--- config.mk ---
export PLATFORM = sky130hd
export DESIGN_NAME = uart_tx_arbiter
export DESIGN_NICKNAME = d
export VERILOG_FILES = /design/src/rtl/uart_pkg.sv /design/src/rtl/uart_rr_picker.sv /design/src/rtl/uart_tx_arbiter.sv
export SDC_FILE = /design/constraint.sdc
export NUM_CORES = 1
export LEC_CHECK = 0
export CAP_MARGIN = 5
export CORE_AREA = 3 3 60 62
export CTS_CLUSTER_SIZE = 14
export DETAILED_ROUTE_END_ITERATION = 10
export DIE_AREA = 0 0 63 65
export HOLD_SLACK_MARGIN = 0.03
export PLACE_DENSITY_LB_ADDON = 0.1
export RECOVER_POWER = 50
export SLEW_MARGIN = 20
export SYNTH_ARGS = -nofsm -noshare
export SYNTH_HDL_FRONTEND = slang
export SYNTH_SLANG_ARGS = --single-unit
--- constraint.sdc ---
create_clock -name clk -period 2.3 [get_ports clk]
set_clock_uncertainty 0.05 [all_clocks]
set_input_delay 0.46 -clock clk [delete_from_list [all_inputs] [get_ports clk]]
set_output_delay 0.46 -clock clk [all_outputs]
set_load 0.005 [all_outputs]
--- src/rtl/uart_pkg.sv ---
// uart_pkg: shared types and constants for the UART transmit path.
//   arb_state_t        - arbiter FSM encoding (IDLE, SEND, WAIT)
//   UART_FRAME_W       - width of one frame presented to the transmitter
//   UART_ARB_N_REQ_DEF - default requester count for the TX arbiter
//   rr_next()          - round-robin successor of an index, wrapping at n-1
package uart_pkg;

  localparam int UART_FRAME_W       = 9;
  localparam int UART_ARB_N_REQ_DEF = 4;

  typedef enum logic [1:0] {
    IDLE = 2'd0,
    SEND = 2'd1,
    WAIT = 2'd2
  } arb_state_t;

  function automatic int rr_next(input int idx, input int n);
    return (idx >= n - 1) ? 0 : idx + 1;
  endfunction

endpackage

--- src/rtl/uart_rr_picker.sv ---
// uart_rr_picker: combinational rotating-priority encoder.
// Ports:
//   req_i    [N-1:0]  request vector
//   ptr_i    [IW-1:0] index with highest priority this cycle
//   onehot_o [N-1:0]  one-hot winner (zero when nothing requests)
//   idx_o    [IW-1:0] binary winner index (zero when nothing requests)
//   any_o             at least one request present
module uart_rr_picker #(
  parameter int N  = 4,
  parameter int IW = (N > 1) ? $clog2(N) : 1
) (
  input  logic [N-1:0]  req_i,
  input  logic [IW-1:0] ptr_i,
  output logic [N-1:0]  onehot_o,
  output logic [IW-1:0] idx_o,
  output logic          any_o
);

  // Scan from the farthest position back toward ptr_i so the last hit
  // written is the first requester at or after ptr_i (modulo N).
  always_comb begin
    onehot_o = '0;
    idx_o    = '0;
    any_o    = 1'b0;
    for (int k = N - 1; k >= 0; k--) begin
      if (req_i[(int'(ptr_i) + k) % N]) begin
        onehot_o = '0;
        onehot_o[(int'(ptr_i) + k) % N] = 1'b1;
        idx_o = IW'((int'(ptr_i) + k) % N);
        any_o = 1'b1;
      end
    end
  end

endmodule

--- src/rtl/uart_tx_arbiter.sv ---
// uart_tx_arbiter: shares one UART transmitter between N_REQ requesters.
// A requester is granted in round-robin order, its frame is registered and
// offered to the transmitter, and the grant is held until tx_done.
//
// Handshakes: a transfer happens on a rising edge where valid and ready are
// both high. req_rdy is a combinational one-hot accept strobe raised only in
// IDLE; tx_val/tx_data are registered and held unchanged until tx_rdy.
//
// Optional feature: define UART_TX_ARB_BURST_EN to let the owner keep the
// grant for up to BURST_MAX consecutive frames (lock flag + burst counter).
// Without it every owner sends exactly one frame and BURST_MAX is unused.
//
// Ports:
//   clk, reset          clock, synchronous active-high reset
//   req_val  [N_REQ]    per-requester frame valid
//   req_data [9*N_REQ]  requester i frame in bits [9i+8:9i]
//   req_rdy  [N_REQ]    one-hot accept strobe
//   tx_val, tx_data     frame toward the transmitter
//   tx_rdy              transmitter accepts a frame
//   tx_done             transmitter finished the stop bits (1-cycle pulse)
//   gnt      [N_REQ]    one-hot current owner, zero in IDLE
//   busy                FSM not in IDLE
//   dbg_state           current FSM state, for observation only
module uart_tx_arbiter
  import uart_pkg::*;
#(
  parameter int N_REQ     = UART_ARB_N_REQ_DEF,
  parameter int BURST_MAX = 4
) (
  input  logic                          clk,
  input  logic                          reset,
  input  logic [N_REQ-1:0]              req_val,
  input  logic [UART_FRAME_W*N_REQ-1:0] req_data,
  output logic [N_REQ-1:0]              req_rdy,
  output logic                          tx_val,
  output logic [UART_FRAME_W-1:0]       tx_data,
  input  logic                          tx_rdy,
  input  logic                          tx_done,
  output logic [N_REQ-1:0]              gnt,
  output logic                          busy,
  output arb_state_t                    dbg_state
);

  localparam int IW = (N_REQ > 1) ? $clog2(N_REQ) : 1;

  arb_state_t              state_q;
  logic [IW-1:0]           owner_q;
  logic [IW-1:0]           rr_ptr_q;
  logic [UART_FRAME_W-1:0] tx_data_q;
  logic                    tx_val_q;
  logic [N_REQ-1:0]        gnt_q;
  logic                    busy_q;

  logic [N_REQ-1:0]        pick_onehot;
  logic [IW-1:0]           pick_idx;
  logic                    pick_any;

  logic                    lock_hold;   // locked owner still requesting
  logic                    lock_drop;   // locked owner went away
  logic [IW-1:0]           sel_idx;
  logic                    sel_any;
  logic                    grant;
  logic [UART_FRAME_W-1:0] sel_data;
  logic [IW-1:0]           rr_ptr_d;

  uart_rr_picker #(.N(N_REQ), .IW(IW)) u_picker (
    .req_i    (req_val),
    .ptr_i    (rr_ptr_q),
    .onehot_o (pick_onehot),
    .idx_o    (pick_idx),
    .any_o    (pick_any)
  );

`ifdef UART_TX_ARB_BURST_EN
  localparam int BW = (BURST_MAX > 1) ? $clog2(BURST_MAX) : 1;
  logic          lock_q;
  logic [BW-1:0] bcnt_q;
  logic          burst_more;

  assign lock_hold  = lock_q &  req_val[owner_q];
  assign lock_drop  = lock_q & ~req_val[owner_q];
  assign burst_more = req_val[owner_q] && (int'(bcnt_q) < BURST_MAX - 1);
`else
  logic unused_burst;
  assign unused_burst = (BURST_MAX > 0) ^ (^pick_onehot);
  assign lock_hold    = 1'b0;
  assign lock_drop    = 1'b0;
`endif

  // A released lock suppresses the grant for one cycle so the pointer can
  // move past the old owner before anyone new is picked.
  assign sel_idx  = lock_hold ? owner_q : pick_idx;
  assign sel_any  = lock_hold | (pick_any & ~lock_drop);
  assign grant    = (state_q == IDLE) && sel_any;
  assign sel_data = req_data[int'(sel_idx)*UART_FRAME_W +: UART_FRAME_W];
  assign req_rdy  = grant ? (N_REQ'(1) << sel_idx) : '0;
  assign rr_ptr_d = IW'(rr_next(int'(owner_q), N_REQ));

  always_ff @(posedge clk) begin
    if (reset) begin
      state_q   <= IDLE;
      owner_q   <= '0;
      rr_ptr_q  <= '0;
      tx_data_q <= '0;
      tx_val_q  <= 1'b0;
      gnt_q     <= '0;
      busy_q    <= 1'b0;
`ifdef UART_TX_ARB_BURST_EN
      lock_q    <= 1'b0;
      bcnt_q    <= '0;
`endif
    end else begin
      case (state_q)
        IDLE: begin
`ifdef UART_TX_ARB_BURST_EN
          if (lock_drop) begin
            lock_q   <= 1'b0;
            bcnt_q   <= '0;
            rr_ptr_q <= rr_ptr_d;
          end
`endif
          if (grant) begin
            tx_data_q <= sel_data;
            owner_q   <= sel_idx;
            gnt_q     <= req_rdy;
            tx_val_q  <= 1'b1;
            busy_q    <= 1'b1;
            state_q   <= SEND;
          end
        end
        SEND: begin
          if (tx_rdy) begin
            tx_val_q <= 1'b0;
            state_q  <= WAIT;
          end
        end
        WAIT: begin
          if (tx_done) begin
            gnt_q   <= '0;
            busy_q  <= 1'b0;
            state_q <= IDLE;
`ifdef UART_TX_ARB_BURST_EN
            if (burst_more) begin
              lock_q <= 1'b1;
              bcnt_q <= bcnt_q + BW'(1);
            end else begin
              lock_q   <= 1'b0;
              bcnt_q   <= '0;
              rr_ptr_q <= rr_ptr_d;
            end
`else
            rr_ptr_q <= rr_ptr_d;
`endif
          end
        end
        default: begin
          tx_val_q <= 1'b0;
          gnt_q    <= '0;
          busy_q   <= 1'b0;
          state_q  <= IDLE;
        end
      endcase
    end
  end

  assign tx_val    = tx_val_q;
  assign tx_data   = tx_data_q;
  assign gnt       = gnt_q;
  assign busy      = busy_q;
  assign dbg_state = state_q;

endmodule

# After elaboration in Yosys (flattened, before gate mapping)
# Index checks and enable logic that the tools add are counted.
[totals]
out_inout_bits = 21
ff_bits = 21
[classes]
n_mul = 1
shift = 2
muxes = 33
n_lt_le_gt_ge = 5
n_reduce_logical = 10
addsub = 4
n_bitwise = 5
eq_ne = 5
[ops]
columns = ["cell", "n"]
rows = [
  ["36-bit by 7-bit variable part select with 9-bit output", 1],
  ["2-bit 2-to-1 mux", 8],
  ["1-bit 2-to-1 mux", 14],
  ["3-bit by 4-bit < comparator with 1-bit output, second input constant", 3],
  ["4-bit 2-to-1 mux", 3],
  ["4-bit one-hot mux with 3 select lines", 1],
  ["3-bit AND reduction", 3],
  ["1-bit binary-select mux with 2-bit select", 4],
  ["2-bit by 4-bit multiplier with 6-bit output, second input constant", 1],
  ["2-bit inequality test, second input constant", 3],
  ["1-bit one-hot mux with 3 select lines", 2],
  ["2-bit one-hot mux with 3 select lines", 1],
  ["2-bit OR reduction", 3],
  ["2-bit by 1-bit adder with 2-bit output, second input constant", 2],
  ["2-bit adder, second input constant", 2],
  ["2-bit AND reduction", 2],
  ["1-bit by 2-bit << shifter with 4-bit output, first input constant", 1],
  ["1-bit AND, first input constant", 3],
  ["2-bit by 3-bit < comparator with 1-bit output, second input constant", 1],
  ["2-bit by 1-bit == test with 1-bit output, second input constant", 1],
  ["2-bit == test, second input constant", 1],
  ["2-bit greater-or-equal comparator, second input constant", 1],
  ["2-bit logical NOT", 1],
  ["1-bit NOT", 2],
  ["1-bit logical AND", 1],
]

# Depth between registers and ports, before layout
[logic_depth]
depth_word = 14
ltp_mapped = 7
ltp_nobuf = 5

# Cells and area by module
# A second synthesis with hierarchy kept.
[hier_totals]
hier_cells = 172
hier_area_um2 = 1555.2
[by_module_without_submodules]
columns = ["mod", "instances", "seq_area_each_um2", "cells_each", "area_each_um2"]
rows = [
  ["uart_tx_arbiter", 1, 420.4, 111, 1046.0],
  ["uart_rr_picker", 1, 0.0, 61, 509.2],
]

# Least setup slack after synthesis
# OpenSTA, ideal clock, no wires.
[synth_timing]
path_kind = "input to output"
from = "input req_val[2]"
to = "output req_rdy[0]"
stages = 6
t_arrival_ps = 1670
setup_slack_ps = 120
cell_sequence = "nor2b_2 > a211oi_4 > nor2_2 > buf_6 > or3_1 > inv_1"
[synth_between]
elab_chain_len = 9
[synth_rtl]
columns = ["element", "line_no", "rtl"]
rows = [
  ["from (decl)", "uart_tx_arbiter.sv:32", "input logic [N_REQ-1:0] req_val,"],
  ["1-bit binary-select mux with 2-bit select", "uart_rr_picker.sv:26", "if (req_i[(int'(ptr_i) + k) % N]) begin"],
  ["1-bit 2-to-1 mux (not written as such) (2 in a row)", "uart_rr_picker.sv:26", ""],
  ["2-bit 2-to-1 mux / 1-bit 2-to-1 mux (equally long branches) (4 in a row)", "uart_rr_picker.sv:26", ""],
  ["1-bit by 2-bit << shifter with 4-bit output / 1-bit logical AND (equally long branches)", "uart_tx_arbiter.sv:96, uart_tx_arbiter.sv:94", ""],
  ["4-bit 2-to-1 mux (*)", "uart_tx_arbiter.sv:96", "assign req_rdy = grant ? (N_REQ'(1) << sel_idx) : '0;"],
  ["to (decl)", "uart_tx_arbiter.sv:34", "output logic [N_REQ-1:0] req_rdy,"],
]
# Every way passes the cells marked *; elsewhere a longest branch is shown, timed or not. The select of a mux whose other input is x is not followed.

# Final worst setup path
# Ends and elaborated chain as after synthesis.

==> impl_metrics.yaml <==
flow_run:
  max-cap-violations: 0
synth:
  synth_mux_area_share_pct: 11.51
  avgSynthCellArea_um2: 8.684
  synth.distinct_cells: 30
  synth_simple_gate_area_share_pct: 20.54
  synthesized_area_fraction_occupied_by_ao_oa_aoi_and_oai_cells_pct: 27.20
  synth_top_family_by_area: "compound AO/OA/AOI/OAI gates"
  synth.cell_area_mm2: 0.001164
  post_synth_xor_area_fraction_pct: 0
  syn_inst: 134
  syn-num-nets: 179
  ys_ff_latch: 21
  synthesis.yosys.warnings: 0
  yosysSeqAreaShare_pct: 36.13
  synth_adder_area_share_pct: 1.075
pwr:
  power.internal_w: 0.0006746
  power.net_switching_w: 0.0002667
  clock_power_share_pct: 19.5
  share_of_power_burned_in_registers_pct: 43.9
  totalPowerFinal_w: 0.0009413
  combinationalPowerShare_pct: 36.6
  sw_frac_of_total_pct: 28.33
  power_density_mw_per_mm2: 455.9
  power.static_leakage_nw: 0.8218
  power.ir.vdd_worst_mv: 0.3343
worst_setup_path:
  worst_ep_required_time_ns: 1.79
  cp.buffers_inverters: 4
  largest_stage_delay_on_the_critical_path_ns: 0.40
  cp_data_arrival_time_ns: 1.77
  worst_path_max_delay_cell: "sky130_fd_sc_hd__or3_4"
  timing.critical_path.fanout_max: 3
  path_delay_family: "simple AND/OR/NAND/NOR gates"
  critPathKind: "input pin to primary output"
  crit_path_cell_trace: "clkdlybuf4s15_2 -> nor2b_4 -> buf_4 -> a211oi_4 -> nor2_2 -> or3_4 -> inv_2 -> buf_6"
  end_kind: "primary output"
  cp-start-kind: "input pin"
global_route:
  vias_in_the_first_global_route: 1390
  grt_antenna_before_repair: 0
  global_route.overflow_total: 0
  pin_count_of_the_biggest_net_entering_global_routing: 14
  global_route_wire_length_before_repair_um: 6555
  grtUsageTotal_pct: 19.86
drt:
  routed_wl_um: 3905
  ant_nets: 0
  routed-via-count: 1365
  drt_iter0_markers: 65
  drc_markers: 0
  detail_route.vias_per_cell: 5.210
  drt_first_pass_iters: 4
  post_drt_wl_per_cell_um: 14.90
floorplanning:
  die_area_mm2: 0.004095
  floorplan.die.width_um: 63
  fp.coreArea_mm2: 0.003078
  die_h_um: 65
  boundaryPins: 65
  initial_core_util_pct: 37.80
  std_cell_rows: 20
timing:
  max_freq_ghz: 0.4381
  finalHoldViolCount: 0
  final-max-slew-violation-count: 0
  slew-limit-headroom_pct: 52.73
  worst_pin_slew_ns: 0.7064
  rsz0062_at_grt: "true"
  timing.final.setup_violations: 0
  finalCriticalPeriod_ns: 2.283
  final_clock_period_utilization_by_the_worst_path_pct: 99.25
  holdWs_ns: 0.4191
  setup_total_negative_slack_ns: 0
cts:
  path_clk_slew_ns: 0.12
  cts-buffers-inserted: 3
  h-tree-depth: 1
  clkSinkCount: 21
  cts_tree: "built"
  clock_tree.root_cell: "sky130_fd_sc_hd__clkbuf_4"
  clk-insertion-delay-late_ns: 0.31
  cts-root-to-sink-buffers: 2
cells_and_area:
  core_utilization_of_the_finished_layout_pct: 67.07
  syn2layout_area_growth_pct: 77.42
  num_antenna_cells: 0
  n_fill_cell: 275
  drive_gt1_share_pct: 25.69
  final_net_count: 264
  finish.cell_count_without_fillers: 262
place:
  port-buffer-count: 64
  dp_hpwl_um: 2910
  placed_cells_incl_taps: 255
  routabilityCongestion: 0.8118
run_status:
  status: "complete, no violations"
min_path:
  holdCritPathClass: "register to register"
cell usage in the layout (no fill, tap or decap), drive strengths merged:
master	count
a32oi	2
ha	1
mux2	9
inv	2
o21ai	11
or3	4
nand2	10
clkinv	1
a2111oi	1
clkdlybuf4s50	55
nand2b	1
nor4	1
buf	24
nand3	9
or4	1
o21ba	1
nand3b	3
mux2i	1
dlygate4sd3	1
dfxtp	21
nor2b	4
a211oi	1
o21bai	1
nor2	13
a211o	2
clkdlybuf4s15	2
a221o	9
nor3	2
a21oi	18
clkbuf	7
power groups by stage:
| stage | Sequential (W) | Clock (W) | Combinational [W] |
|---|---|---|---|
| final | 0.000413 | 0.000184 | 0.000344 |
| after global routing | 0.000418 | 0.000208 | 0.000373 |
| after CTS | 0.000414 | 0.000187 | 0.000342 |
| after detailed placement | 0.000421 | 0 | 0.000328 |
| after global placement | 0.000420 | 0 | 0.000323 |
| after floorplan | 0.000423 | 0 | 0.000124 |
flip-flops by register name, summed over array words and instances (netlist names):
| register | count |
|---|---|
| tx_val | 1 |
| gnt | 4 |
| tx_data | 9 |
| owner_q | 2 |
| dbg_state | 2 |
| busy | 1 |
| rr_ptr_q | 2 |
worst paths after layout:
path	from	to	slack (ns)	cells after the start
setup / recovery	req_val[2]	req_rdy[0]	0.02	8
hold / removal	owner_q[1]	owner_q[1]	0.42	2
setup reg to reg	rr_ptr_q[1]	tx_data[0]	0.43	6
hold reg to reg	owner_q[1]	owner_q[1]	0.42	2
cell usage after synthesis (all sizes together):
cell     instances  share of area, %
nand2           10               3.2
inv              2              0.65
o21bai           1              0.65
a211oi           1               1.7
nor3             2              0.86
a21oi           18               7.7
or4              1              0.65
mux2i            1              0.86
or3              4               2.2
nor2            13               4.4
a2111oi          1              0.75
dfxtp           21                36
a221o            9               7.7
ha               1               1.1
o21ai           11               4.7
nor4             1              0.54
nand2b           1              0.54
mux2             9                11
a32oi            2               1.5
nand3            9               3.9
buf              4               2.3
o21ba            1              0.86
nor2b            4               2.4
clkbuf           2              0.65
nand3b           3               1.9
a211o            2               1.5
tightest hold or removal path, cell delays in order (launching register included):
cell and delay [ns]:
sky130_fd_sc_hd__dfxtp_1 0.33, sky130_fd_sc_hd__nand2_1 0.05, sky130_fd_sc_hd__a21oi_1 0.05
cell families after synthesis:
group,Yosys count
AO/OA/AOI/OAI,46
adder cells (fa/ha/maj),1
buffers and inverters,8
flip-flops,21
multiplexers,10
AND/OR/NAND/NOR,48
repair_timing:
action	4_1_cts	5_1_grt
resized for setup	38	11
hold buffers	0	0
pin swaps	5	2
endpoints found under the hold margin	0	0
setup endpoints to repair	13	4
cloned	0	0
buffers inserted	4	0
layer usage:
metal  global-route usage [%]  vias to the layer above  routed length [um]
met1                    24.39                      650                1672
li1                         -                      673                   -
met2                    34.65                       40                1970
met3                    5.373                        2                 241
met5                        0                        -                   0
met4                    4.132                        0                  20
per-stage QoR:
step	area [um2]	setup slack [ns]
3_5_place_dp	1968	-0.7542
2_1_floorplan	1164	0.1204
4_1_cts	2056	0.007183
5_1_grt	2064	-0.03208
6_report	2064	0.01727
3_3_place_gp	1968	-0.7232
cell type report:
class / instances / area (um2) / share of cell area (%)
Clock buffer: 3 / 22.52 / 1.091
Clock inverter: 1 / 5.005 / 0.2424
Inverter: 2 / 7.507 / 0.3636
Multi-Input combinational cell: 105 / 762.0 / 36.91
Sequential cell: 21 / 424.2 / 20.55
Tap cell: 44 / 55.05 / 2.667
Timing Repair Buffer: 86 / 788.3 / 38.18
(Power assumes the default switching activity.)
